## config.mk

```make
export PLATFORM = sky130hd
export DESIGN_NAME = ras_stack
export DESIGN_NICKNAME = d
export VERILOG_FILES = /design/src/rtl/ras_pkg.sv /design/src/rtl/ras_mem.sv /design/src/rtl/ras_stack.sv
export SDC_FILE = /design/constraint.sdc
export NUM_CORES = 1
export LEC_CHECK = 0
export BUFFER_PORTS_ARGS = -buffer_cell sky130_fd_sc_hd__clkbuf_2
export CORE_AREA = 2 2 157 121
export CTS_BUF_LIST = sky130_fd_sc_hd__clkbuf_4 sky130_fd_sc_hd__clkbuf_8
export CTS_CLUSTER_DIAMETER = 80
export DETAILED_ROUTE_END_ITERATION = 12
export DIE_AREA = 0 0 159 123
export GPL_TIMING_DRIVEN = 0
export PLACE_DENSITY_LB_ADDON = 0.2
export SLEW_MARGIN = 20
export SYNTH_ARGS = -nofsm -noshare
export SYNTH_HDL_FRONTEND = slang
export SYNTH_SLANG_ARGS = --single-unit
```

## constraint.sdc

```tcl
create_clock -name clk -period 6.2 [get_ports clk]
set_input_delay 0.31 -clock clk [delete_from_list [all_inputs] [get_ports clk]]
set_output_delay 0.31 -clock clk [all_outputs]
set_load 0.01 [all_outputs]
```

## src/rtl/ras_pkg.sv

```systemverilog
// Shared return-address-stack definitions: PC width, empty sentinel and the
// operation encoding used by both the stack and its fetch-path controller.
package ras_pkg;

  localparam int PC_W = 32;
  localparam logic [PC_W-1:0] RAS_EMPTY_PC = 32'hFFFF_FFFF;

  typedef enum logic [2:0] {
    RAS_NOP,
    RAS_PUSH,
    RAS_POP,
    RAS_POPPUSH,
    RAS_FLUSH
  } ras_op_e;

endpackage

```

## src/rtl/ras_mem.sv

```systemverilog
// DEPTH x PC_W register file: one synchronous write port, one asynchronous read
// port, no reset on the data array.
module ras_mem
  import ras_pkg::*;
#(
  parameter int DEPTH = 8,
  parameter int PTR_W = $clog2(DEPTH)
) (
  input  logic             clk,
  input  logic             wr_en,
  input  logic [PTR_W-1:0] wr_addr,
  input  logic [PC_W-1:0]  wr_data,
  input  logic [PTR_W-1:0] rd_addr,
  output logic [PC_W-1:0]  rd_data
);

  logic [PC_W-1:0] mem [DEPTH];

  always_ff @(posedge clk) begin
    if (wr_en) mem[wr_addr] <= wr_data;
  end

  assign rd_data = mem[rd_addr];

endmodule

```

## src/rtl/ras_stack.sv

```systemverilog
// Circular return-address stack answering the RAS controller's strobed
// push/pop/flush requests. Optional event counters under RAS_STATS_EN.
module ras_stack
  import ras_pkg::*;
#(
  parameter int              DEPTH    = 8,
  parameter int              PTR_W    = $clog2(DEPTH),
  parameter logic [PC_W-1:0] EMPTY_PC = RAS_EMPTY_PC
) (
  input  logic             clk,
  input  logic             reset_n,
  input  logic             op_valid,
  input  logic             push,
  input  logic             pop,
  input  logic             reset_in,
  input  logic [PC_W-1:0]  pctoras,
  output logic [PC_W-1:0]  pcfromras,
  output logic             empty,
  output logic             full,
  output logic [PTR_W:0]   count,
  output logic             overflow,
  output logic             underflow
`ifdef RAS_STATS_EN
  ,
  output logic [15:0]      push_cnt,
  output logic [15:0]      pop_cnt,
  output logic [15:0]      ovf_cnt,
  output logic [15:0]      unf_cnt
`endif
);

  localparam logic [PTR_W-1:0] TOS_INIT = PTR_W'(DEPTH - 1);
  localparam logic [PTR_W:0]   CNT_MAX  = (PTR_W + 1)'(DEPTH);
  localparam logic [PTR_W:0]   CNT_ONE  = (PTR_W + 1)'(1);

  ras_op_e          op;
  logic [PTR_W-1:0] tos, tos_nxt, tos_inc, wr_addr;
  logic [PTR_W:0]   count_nxt;
  logic             wr_en, ovf_nxt, unf_nxt;
  logic [PC_W-1:0]  top_data;

  assign tos_inc = tos + 1'b1;
  assign empty   = (count == '0);
  assign full    = (count == CNT_MAX);

  always_comb begin
    op = RAS_NOP;
    if (op_valid) begin
      if (reset_in)          op = RAS_FLUSH;
      else if (push && !pop) op = RAS_PUSH;
      else if (pop && !push) op = RAS_POP;
      else if (push && pop)  op = RAS_POPPUSH;
    end
  end

  // Pop-then-push on a live stack rewrites the top in place; on an empty
  // stack it degrades to a plain push that also flags the missing pop.
  always_comb begin
    tos_nxt   = tos;
    count_nxt = count;
    wr_en     = 1'b0;
    wr_addr   = tos_inc;
    ovf_nxt   = 1'b0;
    unf_nxt   = 1'b0;
    case (op)
      RAS_FLUSH: begin
        tos_nxt   = TOS_INIT;
        count_nxt = '0;
      end
      RAS_PUSH: begin
        wr_en   = 1'b1;
        tos_nxt = tos_inc;
        if (full) ovf_nxt   = 1'b1;
        else      count_nxt = count + CNT_ONE;
      end
      RAS_POP: begin
        if (empty) begin
          unf_nxt = 1'b1;
        end else begin
          tos_nxt   = tos - 1'b1;
          count_nxt = count - CNT_ONE;
        end
      end
      RAS_POPPUSH: begin
        wr_en = 1'b1;
        if (empty) begin
          tos_nxt   = tos_inc;
          count_nxt = CNT_ONE;
          unf_nxt   = 1'b1;
        end else begin
          wr_addr = tos;
        end
      end
      default: ;
    endcase
  end

  always_ff @(posedge clk or negedge reset_n) begin
    if (!reset_n) begin
      tos       <= TOS_INIT;
      count     <= '0;
      overflow  <= 1'b0;
      underflow <= 1'b0;
    end else begin
      tos       <= tos_nxt;
      count     <= count_nxt;
      overflow  <= ovf_nxt;
      underflow <= unf_nxt;
    end
  end

  ras_mem #(.DEPTH(DEPTH), .PTR_W(PTR_W)) u_mem (
    .clk     (clk),
    .wr_en   (wr_en),
    .wr_addr (wr_addr),
    .wr_data (pctoras),
    .rd_addr (tos),
    .rd_data (top_data)
  );

  assign pcfromras = empty ? EMPTY_PC : top_data;

`ifdef RAS_STATS_EN
  function automatic logic [15:0] sat_inc(input logic [15:0] v, input logic en);
    return (en && v != 16'hFFFF) ? v + 16'd1 : v;
  endfunction

  logic push_ev, pop_ev;
  assign push_ev = (op == RAS_PUSH) || (op == RAS_POPPUSH);
  assign pop_ev  = (op == RAS_POP)  || (op == RAS_POPPUSH);

  always_ff @(posedge clk or negedge reset_n) begin
    if (!reset_n) begin
      push_cnt <= '0;
      pop_cnt  <= '0;
      ovf_cnt  <= '0;
      unf_cnt  <= '0;
    end else begin
      push_cnt <= sat_inc(push_cnt, push_ev);
      pop_cnt  <= sat_inc(pop_cnt, pop_ev);
      ovf_cnt  <= sat_inc(ovf_cnt, ovf_nxt);
      unf_cnt  <= sat_inc(unf_cnt, unf_nxt);
    end
  end
`endif

endmodule

```

## Word-level counts from Yosys, hierarchy flattened

Memories as Yosys holds them, arrays and structs flattened.
Cells that the tools add are included.
W data, S select, Z words.

| word-level totals | value |
|---|---|
| bits in writable memories | 256 |
| input bits | 38 |
| memories | 1 |
| bits in registers | 9 |
| word-level logic and storage cells | 49 |
| output and inout port bits | 40 |

| operators by class | value |
|---|---|
| reductions and logical operators | 11 |
| add/subtract/negate cells | 4 |
| muxes and demuxes | 21 |
| equality and inequality tests | 8 |

Memory list:

| memory | depth | width | read ports | clocked after Yosys merged registers in | wr ports | line | RTL |
|---|---|---|---|---|---|---|---|
| u_mem.mem | 8 | 32 | 1 | 0 | 1 | ras_mem.sv:17 | `logic [PC_W-1:0] mem [DEPTH];` |

Operator list:

| cell | count |
|---|---|
| $mux W32 | 1 |
| $pmux W4 S4 | 1 |
| $mux W3 | 5 |
| $mux W4 | 3 |
| $pmux W3 S4 | 1 |
| $mux W1 | 7 |
| $eq A3 B2 Y1 const B | 2 |
| $mux W2 | 3 |
| $ne A2 B2 Y1 const B | 3 |
| $add A4 B1 Y4 const B | 1 |
| $eq A4 B4 Y1 const B | 1 |
| $logic_not A4 Y1 | 1 |
| $reduce_and A4 Y1 | 1 |
| $reduce_bool A4 Y1 | 1 |
| $reduce_or A2 Y1 | 2 |
| $sub A4 B1 Y4 const B | 1 |
| $add A3 B1 Y3 const B | 1 |
| $eq A3 B1 Y1 const B | 1 |
| $eq A3 B3 Y1 const B | 1 |
| $logic_and A1 B1 Y1 | 3 |
| $sub A3 B1 Y3 const B | 1 |
| $logic_not A1 Y1 | 2 |
| $reduce_and A2 Y1 | 1 |

## Logic depth before layout (Yosys ltp)

| depth | value |
|---|---|
| depth in word-level cells | 11 |
| mapped depth | 9 |
| depth with buffers taken out | 7 |

## Modules after synthesis

From an unflattened synthesis, not the netlist that was laid out.

| second synthesis, totals | value |
|---|---|
| cells, all modules | 508 |
| area total of the unflattened synthesis | 10,844.2 µm² |

By module, submodules not included:

| module | times used | area each (µm²) | cells an instance | seq. area each (µm²) |
|---|---|---|---|---|
| ras_mem | 1 | 9,825.7 | 383 | 7,687.4 |
| ras_stack | 1 | 1,018.5 | 125 | 229.0 |

## Worst setup path before layout

OpenSTA, ideal clock, no wires.

| timing | value |
|---|---|
| kind | register -> register |
| start point | register tos[0] |
| end point | memory u_mem.mem[4][0], enable pin |
| clock period less this slack | 3.842 ns |
| cell stages (with the launch flop) | 10 |
| path slack | 2.358 ns |
| required time | 5.779 ns |
| library setup time | 0.421 ns |
| data arrival time | 3.421 ns |
| path buffers | 4 |
| path through | dfstp_2 clkbuf_1 buf_4 buf_2 inv_1 ha_1 clkbuf_2 a2111oi_0 a221oi_1 nor2_1 |

| between the ends | value |
|---|---|
| longest elaborated chain between the ends | 3 |

Ends and longest elaborated chain:

| item | line | RTL |
|---|---|---|
| from (decl) | ras_stack.sv:37 | `logic [PTR_W-1:0] tos, tos_nxt, tos_inc, wr_addr;` |
| from (signal assigned) | ras_stack.sv:105 | `tos <= tos_nxt;` |
| $add A3 B1 Y3 | ras_stack.sv:42 | `assign tos_inc = tos + 1'b1;` |
| $mux W3 | - |  |
| $mux W3 * | ras_stack.sv:65 | `case (op)` |
| to (decl) | ras_mem.sv:17 |  |

Mark *: on every way between the ends. The rest lies on a longest branch, timed or not.

## Final worst setup path

| timing | value |
|---|---|
| start point | register tos[0] |
| end point | memory u_mem.mem[1][9], enable pin |

Same word-level chain as after synthesis.

==> impl_metrics.tcl <==
set metrics [dict create \
    synthArstFlopShare 0.0340 \
    hold_depth 1 \
    grt_pass1_wl_um 33900 \
    path_class "register to register" \
    outcome "complete, no violations" \
    n_antenna_cell 0 \
    placed_cells 892 \
    tritoncts "built" \
    coreArea_um2 18100 \
    antenna_found_initial 0 \
    place.gp.congestion 0.946 \
    cp.required_ps 6420 \
    finalWorstSetupSlack_ps 2490 \
    clockBufferDepth 3 \
    cts-root-buf "clkbuf_8" \
    fin_crit_ps 3710 \
    path_delay_family "buffers and inverters" \
    finalNetCount 731 \
    vias_per_cell 5.96 \
    final.setup_skew_ps 12.3 \
    wl_per_cell_um 23.0 \
    port_buffers 76 \
    htreeDepth 2 \
    ys_types 47 \
    synth_top_flop_cell "edfxtp_1" \
    dr.first_iter.drc_count 608 \
    wl_um 22200 \
    synth_top_cell_area_share 0.723 \
    crit_path_top_delay_cell "dfstp_2" \
    grt_max_degree 20 \
    met3_wirelength_um 1400 \
    clk_latency_ps 530 \
    highest_layer "met4" \
    crit_buf_inv 6 \
    ant_nets 0 \
    cts_resized 0 \
    crit-reg2reg-launch "tos[0]$_DFFE_PN1P_" \
    critPathMaxStageDelay_ps 530 \
    layout-drive-gt1-share 0.333 \
    placed_cell_area_um2 11600 \
    first_global_vias 5887 \
    critPathLaunchType "register" \
    p_per_area_nw_per_um2 345 \
    syn_area_per_cell_um2 19.0 \
    hold_violations 0 \
    synth_top_family_by_area "multiplexers" \
    grt_usage 0.235 \
    rsz0062_at_grt "no" \
    worst_pin_slew_ps 831 \
    p_leak_nw 4.17 \
    fmax_mhz 269 \
    reg2reg_slack_ps 2490 \
    hpwl_um 13300 \
    synth_area_um2 10600 \
    hold_path_end "u_mem.mem[2][31]$_DFFE_PP_" \
    synth-seq-area-share 0.745 \
    die_h_um 123 \
    mappedNetlistNets 604 \
    min_from "pctoras[31]" \
    dieArea_um2 19600 \
    dp_slack_ps 2520 \
    synth_warnings 0 \
    synth_edf_count 256 \
    rows 43 \
    synth_compound_area_frac 0.0286 \
    clk_pin_slew_worst_paths_ps 70 \
    final_cells 965 \
    yosys.area_share.simple 0.0606 \
    cp.arrival_ps 3940 \
    worst_setup_path_end_kind "register" \
    area_delta_synth_final_pct 16.2 \
    fp.dieW_um 159 \
    drv_cap 0 \
    synth_cells 561 \
    synth_area_leaders "edfxtp_1 (72%), mux4_2 (14%), nand2_1 (2.4%), nand3_1 (1.6%), dfrtp_1 (1.4%)" \
    postCtsSetupBuffers 0 \
    synth-xor-area-share 0.00330 \
    synth_mux_area_frac 0.138 \
    ff2ff_path_depth 10 \
    relSlewSlack 0.446 \
    fin_crit_sh 0.599 \
    vias 5755 \
    initial_core_util 0.588 \
    route.detailed.drc 0 \
    ios 78 \
    slew_viol_final 0 \
    rr_endpoint "u_mem.mem[1][9]$_DFFE_PP_" \
    dr.pass1.iters 5 \
    ir_worst_vdd_mv 0.235 \
    path_cells "clkbuf_1 > buf_4 > buf_2 > inv_1 > ha_1 > clkbuf_2 > a2111oi_0 > a221oi_1 > nor2_4 > buf_12" \
    wirelength_met1_um 9470 \
    path_max_fanout 19 \
    setup_violations 0 \
    synth-adder-area-share 0.00753 \
    fin_tns_setup_ps 0 \
    hold_slack_ps 53.3 \
    cp.depth 10 \
    final_cell_area_um2 12400 \
    route.met2.wl_um 11000 \
    ys_seq_elements 265 \
    cts.sinks 265 \
    power_mw 4.26 \
    yosysTopAreaCell "edfxtp_1" \
    hold_class "input pin to register" \
    utilization 0.683 \
    crit_start "tos[0]$_DFFE_PN1P_" \
    cts_buffers 40 \
    grt.overflow.total 0 \
]
## where the power goes
| part | switching, mW | internal [mW] |
|---|---|---|
| logic | 0.510 | 0.342 |
| registers | 0.0193 | 2.04 |
| clock network | 0.629 | 0.724 |
| total | 1.16 | 3.10 |
## worst max path at each step
stage / endpoint
5_1_grt: u_mem.mem[5][2]$_DFFE_PP_
4_1_cts: u_mem.mem[5][9]$_DFFE_PP_
6_report: u_mem.mem[1][9]$_DFFE_PP_
3_3_place_gp: u_mem.mem[4][9]$_DFFE_PP_
3_5_place_dp: u_mem.mem[5][9]$_DFFE_PP_
2_1_floorplan: u_mem.mem[4][0]$_DFFE_PP_
## synthesized netlist by cell type, types with 3 or more instances
library cell and number:
nand2_1 69, dfrtp_1 6, nor3_1 4, clkbuf_1 17, nand2b_1 3, buf_2 9, nor2_1 18, ha_1 4
xnor2_1 4, buf_1 4, o2111ai_1 3, a2111oi_0 3, o211ai_1 5, a21oi_1 6, mux4_2 64, inv_1 10
dfstp_2 3, edfxtp_1 256, nand3_1 35
## cell families (layout without fill, tap and decap cells)
| kind of cell | after synthesis | after routing |
|---|---|---|
| AO/OA/AOI/OAI | 35 | 35 |
| buffers and inverters | 44 | 201 |
| XOR/XNOR | 4 | 4 |
| flip-flops | 265 | 265 |
| adder cells (fa/ha/maj) | 6 | 6 |
| multiplexers | 66 | 66 |
| AND/OR/NAND/NOR | 141 | 141 |
## worst reg2reg max path, cell delays in order, from the launching register on
cell and delay, ps:
dfstp_2 530, clkbuf_1 210, buf_4 280, buf_2 380, inv_1 110, ha_1 310
clkbuf_2 190, a2111oi_0 390, a221oi_1 220, nor2_4 510, buf_12 270
## timing repair
action	4_1_cts	5_1_grt
endpoints found under the setup margin	0	0
hold endpoints to repair	9	0
hold buffers	1	0
## sequential cells by signal (all words and copies together) (netlist names)
name	cells
underflow	1
tos	3
u_mem.mem	256
overflow	1
count	4
## cell type report
class	count	area (um2)
well taps	247	309
inverters	11	41.3
plain buffers	33	144
clock inverters	14	61.3
flip-flops and latches	265	7920
repair buffers	85	596
multi-input cells	252	2590
fillers	1215	5720
clock buffers	58	698
## per-layer routing
layer  vias to the layer above  track usage
met1                      2965        0.332
met2                       238        0.385
met4                         0       0.0653
li1                       2521            -
met5                         -            0
met3                        31       0.0460
## cell usage in the layout (no fill, tap or decap), types with 3 or more instances in the layout
master and instances:
a2111oi_0 3, a21oi_1 6, buf_1 4, buf_16 6
buf_2 9, clkbuf_1 17, clkbuf_2 77, clkbuf_4 16
clkbuf_8 42, clkinv_1 11, clkinv_2 3, dfrtp_1 6
dfstp_2 3, edfxtp_1 256, ha_1 4, inv_1 10
mux4_2 64, nand2_1 69, nand2b_1 3, nand3_1 35
nor2_1 10, nor2_4 8, nor3_1 4, o2111ai_1 3
o211ai_1 5, xnor2_1 4
Note: power is estimated with default switching activity, not from simulation.
